===== src/rtl/regfile_write_arbiter_pkg.sv =====
// +----------------------------------------------------------------------------+
// | Module   : cr16_pkg                                                         |
// | Purpose  : Shared register-file widths, types and requester indices.        |
// | Revision : 1.0  initial release                                             |
// +----------------------------------------------------------------------------+
`default_nettype none

package cr16_pkg;

  localparam int CR16_NUM_REQ = 3;
  localparam int CR16_WIDTH   = 16;
  localparam int CR16_ADDR_W  = 4;
  localparam int REG_COUNT    = 2 ** CR16_ADDR_W;

  typedef logic [CR16_ADDR_W-1:0] reg_addr_t;
  typedef logic [CR16_WIDTH-1:0]  word_t;

  typedef enum logic [1:0] {
    REQ_ALU  = 2'd0,
    REQ_LOAD = 2'd1,
    REQ_LINK = 2'd2
  } req_idx_e;

endpackage

`default_nettype wire


===== src/rtl/regfile_write_arbiter_if.sv =====
// +----------------------------------------------------------------------------+
// | Module   : regfile_write_arbiter_if                                         |
// | Purpose  : Writeback request bus and register-bank write port bundle.       |
// | Revision : 1.0  initial release                                             |
// +----------------------------------------------------------------------------+
`default_nettype none

interface regfile_write_arbiter_if
  import cr16_pkg::*;
#(
  parameter int P_NUM_REQ = CR16_NUM_REQ,
  parameter int P_WIDTH   = CR16_WIDTH,
  parameter int P_ADDR_W  = CR16_ADDR_W
);

  logic                            I_HOLD;
  logic [P_NUM_REQ-1:0]            I_REQ_VALID;
  logic [P_NUM_REQ*P_ADDR_W-1:0]   I_REQ_ADDR;
  logic [P_NUM_REQ*P_WIDTH-1:0]    I_REQ_DATA;
  logic [P_NUM_REQ-1:0]            O_REQ_READY;
  logic [(2**P_ADDR_W)-1:0]        O_REG_ENABLE;
  logic [P_WIDTH-1:0]              O_REG_DATA;
  logic [(2**P_ADDR_W)-1:0]        O_PENDING;

  // Arbiter side
  modport slave (
    input  I_HOLD, I_REQ_VALID, I_REQ_ADDR, I_REQ_DATA,
    output O_REQ_READY, O_REG_ENABLE, O_REG_DATA, O_PENDING
  );

  // Requester / bank side
  modport master (
    output I_HOLD, I_REQ_VALID, I_REQ_ADDR, I_REQ_DATA,
    input  O_REQ_READY, O_REG_ENABLE, O_REG_DATA, O_PENDING
  );

endinterface

`default_nettype wire


===== src/rtl/regfile_write_arbiter_rr_arbiter.sv =====
// +----------------------------------------------------------------------------+
// | Module   : rr_arbiter                                                       |
// | Purpose  : Round-robin one-hot grant with registered rotating pointer.      |
// | Revision : 1.0  initial release                                             |
// +----------------------------------------------------------------------------+
`default_nettype none

module rr_arbiter #(
  parameter int P_N = 3
) (
  input  wire logic           I_CLK,
  input  wire logic           I_RESET,
  input  wire logic           i_hold,
  input  wire logic [P_N-1:0] i_valid,
  output logic      [P_N-1:0] o_grant
);

  localparam int                  C_PTR_W = (P_N > 1) ? $clog2(P_N) : 1;
  localparam logic [C_PTR_W:0]    C_N     = (C_PTR_W + 1)'(P_N);
  localparam logic [C_PTR_W-1:0]  C_LAST  = C_PTR_W'(P_N - 1);

  logic [C_PTR_W-1:0] r_ptr;
  logic [C_PTR_W-1:0] w_gnt_idx;
  logic [C_PTR_W:0]   w_sum;
  logic               w_found;

  // Scan from the pointer upward, wrapping, and take the first valid requester.
  always_comb begin
    o_grant   = '0;
    w_gnt_idx = '0;
    w_found   = 1'b0;
    w_sum     = '0;
    if (!I_RESET && !i_hold) begin
      for (int o = 0; o < P_N; o++) begin
        w_sum = {1'b0, r_ptr} + (C_PTR_W + 1)'(o);
        if (w_sum >= C_N) begin
          w_sum = w_sum - C_N;
        end
        if (!w_found && i_valid[w_sum[C_PTR_W-1:0]]) begin
          w_found   = 1'b1;
          w_gnt_idx = w_sum[C_PTR_W-1:0];
        end
      end
      if (w_found) begin
        o_grant[w_gnt_idx] = 1'b1;
      end
    end
  end

  always_ff @(posedge I_CLK) begin
    if (I_RESET) begin
      r_ptr <= '0;
    end else if (w_found) begin
      r_ptr <= (w_gnt_idx == C_LAST) ? '0 : w_gnt_idx + C_PTR_W'(1);
    end
  end

endmodule

`default_nettype wire


===== src/rtl/regfile_write_arbiter.sv =====
// +----------------------------------------------------------------------------+
// | Module   : regfile_write_arbiter                                            |
// | Purpose  : Round-robin share of the register-file write port, one stage.    |
// | Revision : 1.0  initial release                                             |
// +----------------------------------------------------------------------------+
`default_nettype none

module regfile_write_arbiter
  import cr16_pkg::*;
#(
  parameter int P_NUM_REQ = CR16_NUM_REQ,
  parameter int P_WIDTH   = CR16_WIDTH,
  parameter int P_ADDR_W  = CR16_ADDR_W
) (
  input wire logic               I_CLK,
  input wire logic               I_RESET,
  regfile_write_arbiter_if.slave bus
);

  localparam int C_REG_COUNT = 2 ** P_ADDR_W;

  logic [P_NUM_REQ-1:0]   w_grant;
  logic                   w_transfer;
  logic [P_ADDR_W-1:0]    w_sel_addr;
  logic [P_WIDTH-1:0]     w_sel_data;
  logic [C_REG_COUNT-1:0] w_dec;
  logic [C_REG_COUNT-1:0] r_enable;
  logic [P_WIDTH-1:0]     r_data;

  rr_arbiter #(
    .P_N (P_NUM_REQ)
  ) u_arb (
    .I_CLK   (I_CLK),
    .I_RESET (I_RESET),
    .i_hold  (bus.I_HOLD),
    .i_valid (bus.I_REQ_VALID),
    .o_grant (w_grant)
  );

  assign bus.O_REQ_READY = w_grant;
  assign w_transfer      = |(w_grant & bus.I_REQ_VALID);

  // Grant is one-hot, so selecting the winner's slice is a simple priority-free mux.
  always_comb begin
    w_sel_addr = '0;
    w_sel_data = '0;
    for (int i = 0; i < P_NUM_REQ; i++) begin
      if (w_grant[i]) begin
        w_sel_addr = bus.I_REQ_ADDR[i*P_ADDR_W +: P_ADDR_W];
        w_sel_data = bus.I_REQ_DATA[i*P_WIDTH +: P_WIDTH];
      end
    end
  end

  assign w_dec = C_REG_COUNT'(1) << w_sel_addr;

  // Hold freezes the stage so the bank simply rewrites the same value.
  always_ff @(posedge I_CLK) begin
    if (I_RESET) begin
      r_enable <= '0;
      r_data   <= '0;
    end else if (!bus.I_HOLD) begin
      if (w_transfer) begin
        r_enable <= w_dec;
        r_data   <= w_sel_data;
      end else begin
        r_enable <= '0;
      end
    end
  end

  assign bus.O_REG_ENABLE = r_enable;
  assign bus.O_REG_DATA   = r_data;
  assign bus.O_PENDING    = r_enable;

endmodule

`default_nettype wire


===== src/flat_wrapper.sv =====
// flat-port wrapper written by rule: the top's interface ports become plain ports
module regfile_write_arbiter_flat import cr16_pkg::*;
#(
  parameter int P_NUM_REQ = CR16_NUM_REQ,
  parameter int P_WIDTH   = CR16_WIDTH,
  parameter int P_ADDR_W  = CR16_ADDR_W
)
  (I_CLK, I_RESET, bus_I_HOLD, bus_I_REQ_VALID, bus_I_REQ_ADDR, bus_I_REQ_DATA, bus_O_REQ_READY, bus_O_REG_ENABLE, bus_O_REG_DATA, bus_O_PENDING);
  regfile_write_arbiter_if #(.P_NUM_REQ(P_NUM_REQ), .P_WIDTH(P_WIDTH), .P_ADDR_W(P_ADDR_W)) bus_i ();
  input wire logic I_CLK;
  input wire logic I_RESET;
  input wire logic [$bits(bus_i.I_HOLD)-1:0] bus_I_HOLD;
  input wire logic [$bits(bus_i.I_REQ_VALID)-1:0] bus_I_REQ_VALID;
  input wire logic [$bits(bus_i.I_REQ_ADDR)-1:0] bus_I_REQ_ADDR;
  input wire logic [$bits(bus_i.I_REQ_DATA)-1:0] bus_I_REQ_DATA;
  output wire logic [$bits(bus_i.O_REQ_READY)-1:0] bus_O_REQ_READY;
  output wire logic [$bits(bus_i.O_REG_ENABLE)-1:0] bus_O_REG_ENABLE;
  output wire logic [$bits(bus_i.O_REG_DATA)-1:0] bus_O_REG_DATA;
  output wire logic [$bits(bus_i.O_PENDING)-1:0] bus_O_PENDING;
  assign bus_i.I_HOLD = bus_I_HOLD;
  assign bus_i.I_REQ_VALID = bus_I_REQ_VALID;
  assign bus_i.I_REQ_ADDR = bus_I_REQ_ADDR;
  assign bus_i.I_REQ_DATA = bus_I_REQ_DATA;
  assign bus_O_REQ_READY = bus_i.O_REQ_READY;
  assign bus_O_REG_ENABLE = bus_i.O_REG_ENABLE;
  assign bus_O_REG_DATA = bus_i.O_REG_DATA;
  assign bus_O_PENDING = bus_i.O_PENDING;
  regfile_write_arbiter #(.P_NUM_REQ(P_NUM_REQ), .P_WIDTH(P_WIDTH), .P_ADDR_W(P_ADDR_W)) u_core (.I_CLK(I_CLK), .I_RESET(I_RESET), .bus(bus_i));
endmodule

===== config.mk =====
export PLATFORM = sky130hd
export DESIGN_NAME = regfile_write_arbiter_flat
export DESIGN_NICKNAME = d
export VERILOG_FILES = /design/src/rtl/regfile_write_arbiter_pkg.sv /design/src/rtl/regfile_write_arbiter_if.sv /design/src/rtl/regfile_write_arbiter_rr_arbiter.sv /design/src/rtl/regfile_write_arbiter.sv /design/src/flat_wrapper.sv
export SDC_FILE = /design/constraint.sdc
export NUM_CORES = 1
export LEC_CHECK = 0
export BUFFER_PORTS_ARGS = -buffer_cell sky130_fd_sc_hd__clkbuf_2
export CAP_MARGIN = 15
export CORE_MARGIN = 1.5
export CORE_UTILIZATION = 45
export CTS_BUF_LIST = sky130_fd_sc_hd__clkbuf_8 sky130_fd_sc_hd__clkbuf_16
export CTS_CLUSTER_SIZE = 8
export DETAILED_ROUTE_END_ITERATION = 6
export PLACE_DENSITY = 0.86
export SETUP_SLACK_MARGIN = 0.15
export SLEW_MARGIN = 25
export SYNTH_ARGS = -nofsm -noshare
export SYNTH_HDL_FRONTEND = slang
export SYNTH_SLANG_ARGS = --single-unit

===== constraint.sdc =====
create_clock -name I_CLK -period 4.1 [get_ports I_CLK]
set_input_delay 0 -clock I_CLK [delete_from_list [all_inputs] [get_ports I_CLK]]
set_output_delay 0 -clock I_CLK [all_outputs]
set_load 0.02 [all_outputs]

==> out/qor.csv, run 1 <==
stage;metric;value;unit
yosys;synth_cell_type_count;39;
cts;ctsResizeCount;0;
final_layout;final_cell_area;0.00259;sq mm
placed_design;hpwl;4.05;mm
setup_path;cp.arrival;3120;ps
routing;drt_iter0_drc;167;
setup_path;cpMaxStageDelayCell;a2111oi_4;
setup_path;path_class;flip-flop to flip-flop;
floorplan;chipWidth;70.4;um
timing;clock_skew;4.50;ps
yosys;yosys_warnings;0;
global_route;overflow;0;
timing;grt_setup_unrepaired;no;
hold_path;min_to;u_core.bus.O_REG_DATA[13];
global_route;busiest_layer;met2;
global_route;grt_max_degree;35;
timing;finalSetupViolCount;0;
cts;numCtsBuffers;5;
power_and_ir_drop;p_leak;1.23;nW
floorplan;row_count;24;
setup_path;r2r-start;u_core.u_arb.r_ptr[0];
floorplan;core;0.00435;sq mm
routing;antenna_left;0;
yosys;synth-seq-cells;34;
global_route;grt_pass1_wl;8.88;mm
floorplan;io_pins;117;
yosys;synth_xor_area_share;0;%
status;outcome;completed;
setup_path;endpoint_kind;flip-flop;
cts;cts_buffer_depth;2;
final_layout;num_antenna_cells;0;
power_and_ir_drop;vdd_drop_max;0.153;mV
yosys;syn_area;0.00204;sq mm
setup_path;rrSetupSlack;1200;ps
yosys;synthAdderAreaFrac;2.45;%
routing;viasPerCell;5.49;
hold_path;hp-start;bus_I_REQ_DATA[45];
yosys;syn_inst;254;
hold_path;min_path_cells;4;
cts;htreeDepth;2;
global_route;grtUsageMet2;37.6;%
yosys;synth_edf_count;0;
cts;cts-root-buf;clkbuf_8;
floorplan;die_h;70.4;um
hold_path;hold_class;input pin to flip-flop;
floorplan;dieArea;0.00495;sq mm
setup_path;path_cells;inv_1, ha_1, mux2i_1, o22a_2, nand3_2, and2_2, a2111oi_4, o2111ai_1, a21oi_1;
routing;wl_per_cell;13.4;um
setup_path;required;4320;ps
timing;relSlewSlack;58.2;%
placed_design;placed_area;0.00249;sq mm
routing;vias;2197;
yosys;yosysSeqAreaShare;33.3;%
routing;drt_pre_antenna_iters;4;
power_and_ir_drop;finalPower;860;uW
timing;fmax;0.345;GHz
cts;postCtsSetupBuffers;0;
routing;drc_errors;0;
timing;tns;0;ps
timing;worst_pin_slew;624;ps
timing;fin_crit;2900;ps
placed_design;port-buffer-count;116;
yosys;muxShareOfSynthArea;1.47;%
yosys;ys.flop_type;dfxtp_1;
placed_design;gp_congestion;0.931;
cts;path_clk_slew;70;ps
setup_path;reg2regPathDepth;9;
setup_path;crit_fanout;25;
setup_path;reg2reg_to;u_core.bus.O_PENDING[10];
final_layout;drive_gt1_share;39.4;%
yosys;async_flop_share;0;%
setup_path;start_kind;flip-flop;
routing;wl;5.37;mm
global_route;antenna_found_initial;0;
yosys;synth_nets;324;
final_layout;syn_to_final_growth;26.7;%
timing;layout_worst_path_cycle_share;70.7;%
cts;clk_latency;290;ps
timing;finalHoldViolations;0;
cts;cts_tree;yes;
global_route;grt.total_usage;22.1;%
cts;postCtsHoldBufs;0;
timing;whs;102;ps
global_route;use_met1;26.5;%
global_route;met3_usage;4.62;%
floorplan;start_util;46.9;%
cts;clock_sinks;34;
setup_path;max_stage_delay;620;ps
yosys;synth-simple-area-share;21.9;%
global_route;grt_pass1_vias;2013;
yosys;syn_area_per_cell;8.04;sq um
run;cap_violations;0;
final_layout;finalNetCount;417;
final_layout;fill_cells;392;
timing;drv_slew;0;
yosys;synth_top_family_by_area;compound AO/OA/AOI/OAI gates;
yosys;synth_compound_area_share;29.4;%
power_and_ir_drop;power_density;332;mW/mm^2
## synth_stat cells (3+ instances only)
| cell type | number | area share (%) |
|---|---|---|
| nor2_1 | 31 | 5.7 |
| dfxtp_1 | 34 | 33 |
| clkbuf_1 | 11 | 2.0 |
| nor2b_1 | 5 | 1.5 |
| mux2i_1 | 3 | 1.5 |
| ha_1 | 4 | 2.5 |
| a21oi_1 | 20 | 4.9 |
| nand2_1 | 47 | 8.6 |
| nand4_1 | 8 | 2.5 |
| o21ai_1 | 3 | 0.74 |
| a32o_1 | 4 | 2.0 |
| buf_4 | 17 | 6.2 |
| a31oi_1 | 16 | 4.9 |
| inv_1 | 4 | 0.74 |
| a22o_1 | 16 | 6.9 |
## layer usage
metal / wire length, um / vias up / part of all wire, %
met4: 151 / 0 / 2.8
met1: 2270 / 972 / 42
met3: 439 / 14 / 8.2
li1: - / 1085 / -
met2: 2510 / 126 / 47
met5: 0 / - / 0
## critical path: cells and delay by family (launching register included)
family                   cells  cell delay, ps
AND/OR/NAND/NOR              2             570
buffers and inverters        1              80
multiplexers                 1             210
adder cells (fa/ha/maj)      1             390
AO/OA/AOI/OAI                4            1190
flip-flops                   1             390
## sequential cells by signal (all words and copies together), names as in the netlist
name                   count
u_core.bus.O_REG_DATA     16
u_core.u_arb.r_ptr         2
u_core.bus.O_PENDING      16
## cell type report
cell class	instances	area [sq um]	share of cell area, %
Clock buffer	6	82.6	3.19
Clock inverter	2	12.5	0.484
Inverter	4	15.0	0.580
Multi-Input combinational cell	184	1140	43.9
Sequential cell	34	681	26.3
Tap cell	52	65.1	2.51
Timing Repair Buffer	118	596	23.0
## worst max-delay path by stage
stage	start	end	slack, ps	cells past startpoint
5_1_grt	u_core.u_arb.r_ptr[0]	u_core.bus.O_PENDING[10]	990	9
2_1_floorplan	u_core.u_arb.r_ptr[0]	u_core.bus.O_PENDING[0]	1600	9
3_5_place_dp	u_core.u_arb.r_ptr[0]	u_core.bus.O_PENDING[8]	1010	9
3_3_place_gp	u_core.u_arb.r_ptr[0]	u_core.bus.O_PENDING[10]	1180	9
4_1_cts	u_core.u_arb.r_ptr[0]	u_core.bus.O_PENDING[8]	970	9
6_report	u_core.u_arb.r_ptr[0]	u_core.bus.O_PENDING[10]	1200	9
## kinds of logic (layout without fill, tap and decap cells)
logic type / Yosys count / count (layout)
buf+inv: 36 / 130
simple gates: 101 / 101
compound gates: 76 / 76
mux: 3 / 3
fa+ha+maj: 4 / 4
flops: 34 / 34
## placed cells by master, fill, tap and decap left out, types with 3 or more instances in the layout
master | netlist | layout
nand4_1 | 8 | 8
a31oi_1 | 16 | 16
a22o_1 | 16 | 16
dfxtp_1 | 34 | 34
o21ai_1 | 3 | 3
ha_1 | 4 | 4
a21oi_1 | 20 | 20
a32o_1 | 4 | 4
inv_1 | 4 | 4
nor2b_1 | 5 | 4
clkbuf_8 | 1 | 6
clkbuf_2 | 0 | 116
nand2_1 | 47 | 47
nor2_1 | 31 | 31
mux2i_1 | 3 | 3
## report_power, final
group / internal [mW] / switching [mW] / total, mW
combinational: 0.0931 / 0.144 / 0.237
sequential: 0.350 / 0.0122 / 0.362
clock: 0.135 / 0.125 / 0.260
total: 0.578 / 0.282 / 0.860
## stage by stage
stage / utilization (%) / worst slack (ps) / cells
after CTS: 59.3 / 965 / 400
after detailed placement: 57.2 / 1010 / 392
after global routing: 59.4 / 985 / 400
final: 59.4 / 1200 / 400
after global placement: 57.2 / 1180 / 392
after floorplan: - / 1600 / 254
Power figures use the tool's default switching activity.
==> run 2: changes to the inputs <==
CORE_UTILIZATION = 44   (was 45)
PLACE_DENSITY = 0.84   (was 0.86)
clock period = 2.96 ns   (was 4.1 ns; I/O delays follow)
==> out/qor.csv, run 2 (synthesis results as in run 1) <==
stage;metric;value;unit
timing;fmax;0.372;GHz
global_route;grt_max_degree;32;
final_layout;layout_common_cells;116 x clkbuf_2, 47 x nand2_1, 34 x dfxtp_1, 31 x nor2_1, 19 x a21oi_1;
final_layout;num_antenna_cells;0;
power_and_ir_drop;seqPwrFrac;41.6;%
routing;vias;2228;
cts;postCtsHoldBufs;0;
power_and_ir_drop;pwr-share-comb;28.8;%
routing;wl;5.72;mm
floorplan;io_pins;117;
final_layout;drive_gt1_share;41.5;%
setup_path;endpoint_kind;flip-flop;
final_layout;final_common_cell;clkbuf_2;
power_and_ir_drop;p_int;813;uW
global_route;grt.total_usage;22.1;%
routing;wl_per_cell;14.1;um
floorplan;chipWidth;71.1;um
cts;numCtsBuffers;5;
placed_design;port-buffer-count;116;
global_route;grt_pass1_wl;8.89;mm
timing;fin_crit;2690;ps
timing;clock_skew;3.69;ps
routing;viasPerCell;5.49;
final_layout;area.sequential;681;sq um
floorplan;dieArea;0.00506;sq mm
timing;grt_setup_unrepaired;no;
placed_design;post-place-ws;196;ps
final_layout;finalNetCount;423;
hold_path;hold_class;input pin to flip-flop;
power_and_ir_drop;p_sw;395;uW
floorplan;row_count;24;
placed_design;gp_congestion;0.916;
final_layout;syn_to_final_growth;30.1;%
status;outcome;completed;
placed_design;hpwl;4.21;mm
setup_path;crit_fanout;10;
floorplan;start_util;46.3;%
timing;layout_worst_path_cycle_share;90.8;%
cts;clock_sinks;34;
cts;htreeDepth;2;
global_route;antenna_found_initial;0;
routing;drc_errors;0;
routing;antenna_left;0;
power_and_ir_drop;p_leak;1.27;nW
cts;cts_buffer_depth;2;
placed_design;placed_area;0.00250;sq mm
timing;finalHoldViolations;0;
global_route;overflow;0;
timing;drv_slew;0;
timing;worst_pin_slew;622;ps
setup_path;cp.arrival;2900;ps
floorplan;core;0.00441;sq mm
timing;finalSetupViolCount;0;
timing;setup_slack;273;ps
setup_path;start_kind;flip-flop;
cts;clk_latency;280;ps
timing;relSlewSlack;58.4;%
global_route;grt_pass1_vias;1953;
routing;drt_iter0_drc;160;
power_and_ir_drop;clockPowerShare;29.6;%
routing;drt_pre_antenna_iters;4;
final_layout;multiInputGateArea;0.00116;sq mm
timing;tns;0;ps
run;cap_violations;0;
cts;path_clk_slew;70;ps
power_and_ir_drop;switching_share;32.7;%
final_layout;final_cell_area;0.00266;sq mm
floorplan;die_h;71.1;um
timing;whs;107;ps
setup_path;required;3170;ps
final_layout;fin_util;60.2;%
final_layout;fill_cells;386;
power_and_ir_drop;vdd_drop_max;0.241;mV
setup_path;path_class;flip-flop to flip-flop;
cts;cts-root-buf;clkbuf_8;
cts;cts_tree;yes;
power_and_ir_drop;power_density;455;mW/mm^2
[run 2: final timing paths]
path	slack (ps)	depth (start not counted)	startpoint	to
setup / recovery	270	10	u_core.u_arb.r_ptr[0]	u_core.bus.O_PENDING[14]
hold reg to reg	480	1	u_core.bus.O_REG_DATA[1]	u_core.bus.O_REG_DATA[1]
setup reg to reg	270	10	u_core.u_arb.r_ptr[0]	u_core.bus.O_PENDING[14]
hold / removal	110	4	bus_I_REQ_DATA[47]	u_core.bus.O_REG_DATA[15]
[run 2: routing by layer]
metal  GRT usage (%)  part of all wire (%)  vias to the layer above
li1                -                     -                     1094
met1            26.1                    41                     1001
met2            39.1                    49                      124
met3            5.41                   8.4                        9
met4            7.13                   1.5                        0
met5               0                     0                        -
[run 2: layout make-up]
type	count	area share [%]
Timing Repair Buffer	124	24.2
Tap cell	52	2.45
Clock inverter	2	0.471
Clock buffer	6	3.11
Inverter	4	0.565
Sequential cell	34	25.6
Multi-Input combinational cell	184	43.5
[run 2: per-stage QoR]
stage               total power, mW  instances
finish                         1.21        406
global route                   1.27        406
CTS                            1.20        402
floorplan                     0.740        254
global placement              0.838        394
detailed placement            0.843        394
[run 2: power by group through the flow]
stage | clock (mW) | combinational (mW) | sequential, mW
2_1_floorplan | 0 | 0.198 | 0.542
3_3_place_gp | 0 | 0.327 | 0.512
3_5_place_dp | 0 | 0.332 | 0.511
4_1_cts | 0.361 | 0.333 | 0.502
5_1_grt | 0.390 | 0.379 | 0.506
6_report | 0.358 | 0.348 | 0.502
[run 2: repair_timing]
action	CTS	global route
setup endpoints to repair	0	32
gates resized for setup	0	8
setup buffers	0	4
[run 2: critical path, cell delays in order, from the launching register on]
cell       delay, ps
dfxtp_1          390
inv_1             80
ha_2             390
mux2i_1          230
o22a_2           210
nand3_2          150
and2_4           280
a2111oi_4        470
buf_4            200
nand4b_1         100
a21oi_1          130
==> run 3: changes to the inputs <==
ABC_AREA = 0   (was not set)
CORE_UTILIZATION = 38   (was 44)
PLACE_DENSITY = 0.75   (was 0.84)
==> out/qor.csv, run 3 (synthesis results as in run 1) <==
stage;metric;value;unit
status;outcome;completed;
routing;drt_iter0_drc;189;
timing;tns;0;ps
routing;vias;2162;
routing;wl;5.55;mm
placed_design;dp_cells;412;
power_and_ir_drop;power_density;453;mW/mm^2
cts;htreeDepth;2;
power_and_ir_drop;seqPwrFrac;41.6;%
timing;drv_slew;0;
cts;cts_buffer_depth;2;
timing;worst_pin_slew;620;ps
floorplan;row_count;26;
routing;wl_per_cell;13.2;um
floorplan;start_util;39.7;%
floorplan;dieArea;0.00582;sq mm
routing;antenna_left;0;
routing;drc_errors;0;
timing;fmax;0.379;GHz
timing;clock_skew;6.24;ps
routing;drt_pre_antenna_iters;4;
placed_design;gp_congestion;0.863;
cts;cts_tree;yes;
power_and_ir_drop;pwr-share-comb;28.4;%
setup_path;crit_fanout;8;
power_and_ir_drop;p_leak;1.26;nW
cts;clk_latency;280;ps
timing;relSlewSlack;58.5;%
floorplan;io_pins;117;
cts;cts-root-buf;clkbuf_8;
setup_path;cp.arrival;2850;ps
timing;finalSetupViolCount;0;
setup_path;required;3170;ps
power_and_ir_drop;clockPowerShare;30.0;%
floorplan;core;0.00514;sq mm
timing;layout_worst_path_cycle_share;89.2;%
global_route;grt_pass1_wl;9.43;mm
global_route;antenna_found_initial;0;
final_layout;num_antenna_cells;0;
timing;fin_crit;2640;ps
final_layout;finalNetCount;421;
power_and_ir_drop;vdd_drop_max;0.196;mV
cts;clock_sinks;34;
cts;numCtsBuffers;5;
floorplan;die_h;76.3;um
placed_design;port-buffer-count;116;
cts;path_clk_slew;80;ps
global_route;grt_pass1_vias;2103;
setup_path;start_kind;flip-flop;
global_route;grt.total_usage;19.9;%
final_layout;syn_to_final_growth;30.3;%
final_layout;drive_gt1_share;40.6;%
setup_path;endpoint_kind;flip-flop;
timing;grt_setup_unrepaired;no;
global_route;grt_max_degree;35;
final_layout;final_common_cell;clkbuf_2;
timing;finalHoldViolations;0;
global_route;overflow;0;
placed_design;hpwl;4.21;mm
routing;viasPerCell;5.12;
power_and_ir_drop;p_sw;395;uW
power_and_ir_drop;p_int;811;uW
power_and_ir_drop;switching_share;32.8;%
cts;postCtsHoldBufs;0;
final_layout;finalNonFillerCells;422;
final_layout;layout_common_cells;116 x clkbuf_2, 47 x nand2_1, 34 x dfxtp_1, 31 x nor2_1, 20 x a21oi_1;
floorplan;chipWidth;76.3;um
final_layout;fin_util;51.8;%
hold_path;hold_class;input pin to flip-flop;
setup_path;path_class;flip-flop to flip-flop;
run;cap_violations;0;
==> run 3: path summary, 6_finish.rpt <==
check	cells after the start	to	slack (ps)	from
setup / recovery	10	u_core.bus.O_PENDING[3]	320	u_core.u_arb.r_ptr[0]
hold reg to reg	2	u_core.bus.O_PENDING[9]	470	u_core.bus.O_PENDING[9]
hold / removal	4	u_core.bus.O_REG_DATA[9]	110	bus_I_REQ_DATA[41]
setup reg to reg	10	u_core.bus.O_PENDING[3]	320	u_core.u_arb.r_ptr[0]
==> run 3: cell type report <==
class	instances	area [sq um]
Fill cell	494	2480
Multi-Input combinational cell	184	1150
Clock inverter	2	12.5
Sequential cell	34	681
Inverter	4	15.0
Tap cell	70	87.6
Clock buffer	6	82.6
Timing Repair Buffer	122	629
==> run 3: power groups by stage <==
stage               clock, mW  combinational [mW]  sequential, mW
finish                  0.362               0.342           0.502
floorplan                   0               0.198           0.542
global placement            0               0.328           0.512
detailed placement          0               0.332           0.512
CTS                     0.373               0.335           0.502
global route            0.396               0.376           0.506
==> run 3: per-stage QoR <==
| stage | setup WS [ps] | instance area, sq um | power, mW | hold WS (ps) |
|---|---|---|---|---|
| after floorplan | 461 | 2040 | 0.740 | 137 |
| after global placement | 244 | 2530 | 0.839 | 384 |
| after detailed placement | 162 | 2530 | 0.844 | 398 |
| after CTS | 159 | 2630 | 1.21 | 97.5 |
| after global routing | 150 | 2660 | 1.28 | 122 |
| final | 320 | 2660 | 1.21 | 108 |
==> run 3: worst max-delay path, cell delays in order (launching register included) <==
cell	delay [ps]
dfxtp_1	380
inv_1	80
ha_2	390
mux2i_1	100
o22a_2	240
and3_1	200
or3_4	400
a2111oi_4	300
buf_4	210
nand4_1	110
a21oi_1	160
==> run 3: layer usage <==
layer | track usage, % | share of wire [%] | up-vias
met5 | 0 | 0 | -
met4 | 4.63 | 0.45 | 0
met3 | 5.27 | 9.2 | 2
met2 | 35.3 | 48 | 121
met1 | 23.8 | 42 | 951
li1 | - | - | 1088
==> run 3: timing repair <==
item / 4_1_cts / 5_1_grt
cloned: 0 / 0
pin swaps: 1 / 1
setup endpoints to repair: 2 / 26
resized for setup: 0 / 6
setup buffers: 1 / 1
endpoints found under the hold margin: 0 / 0
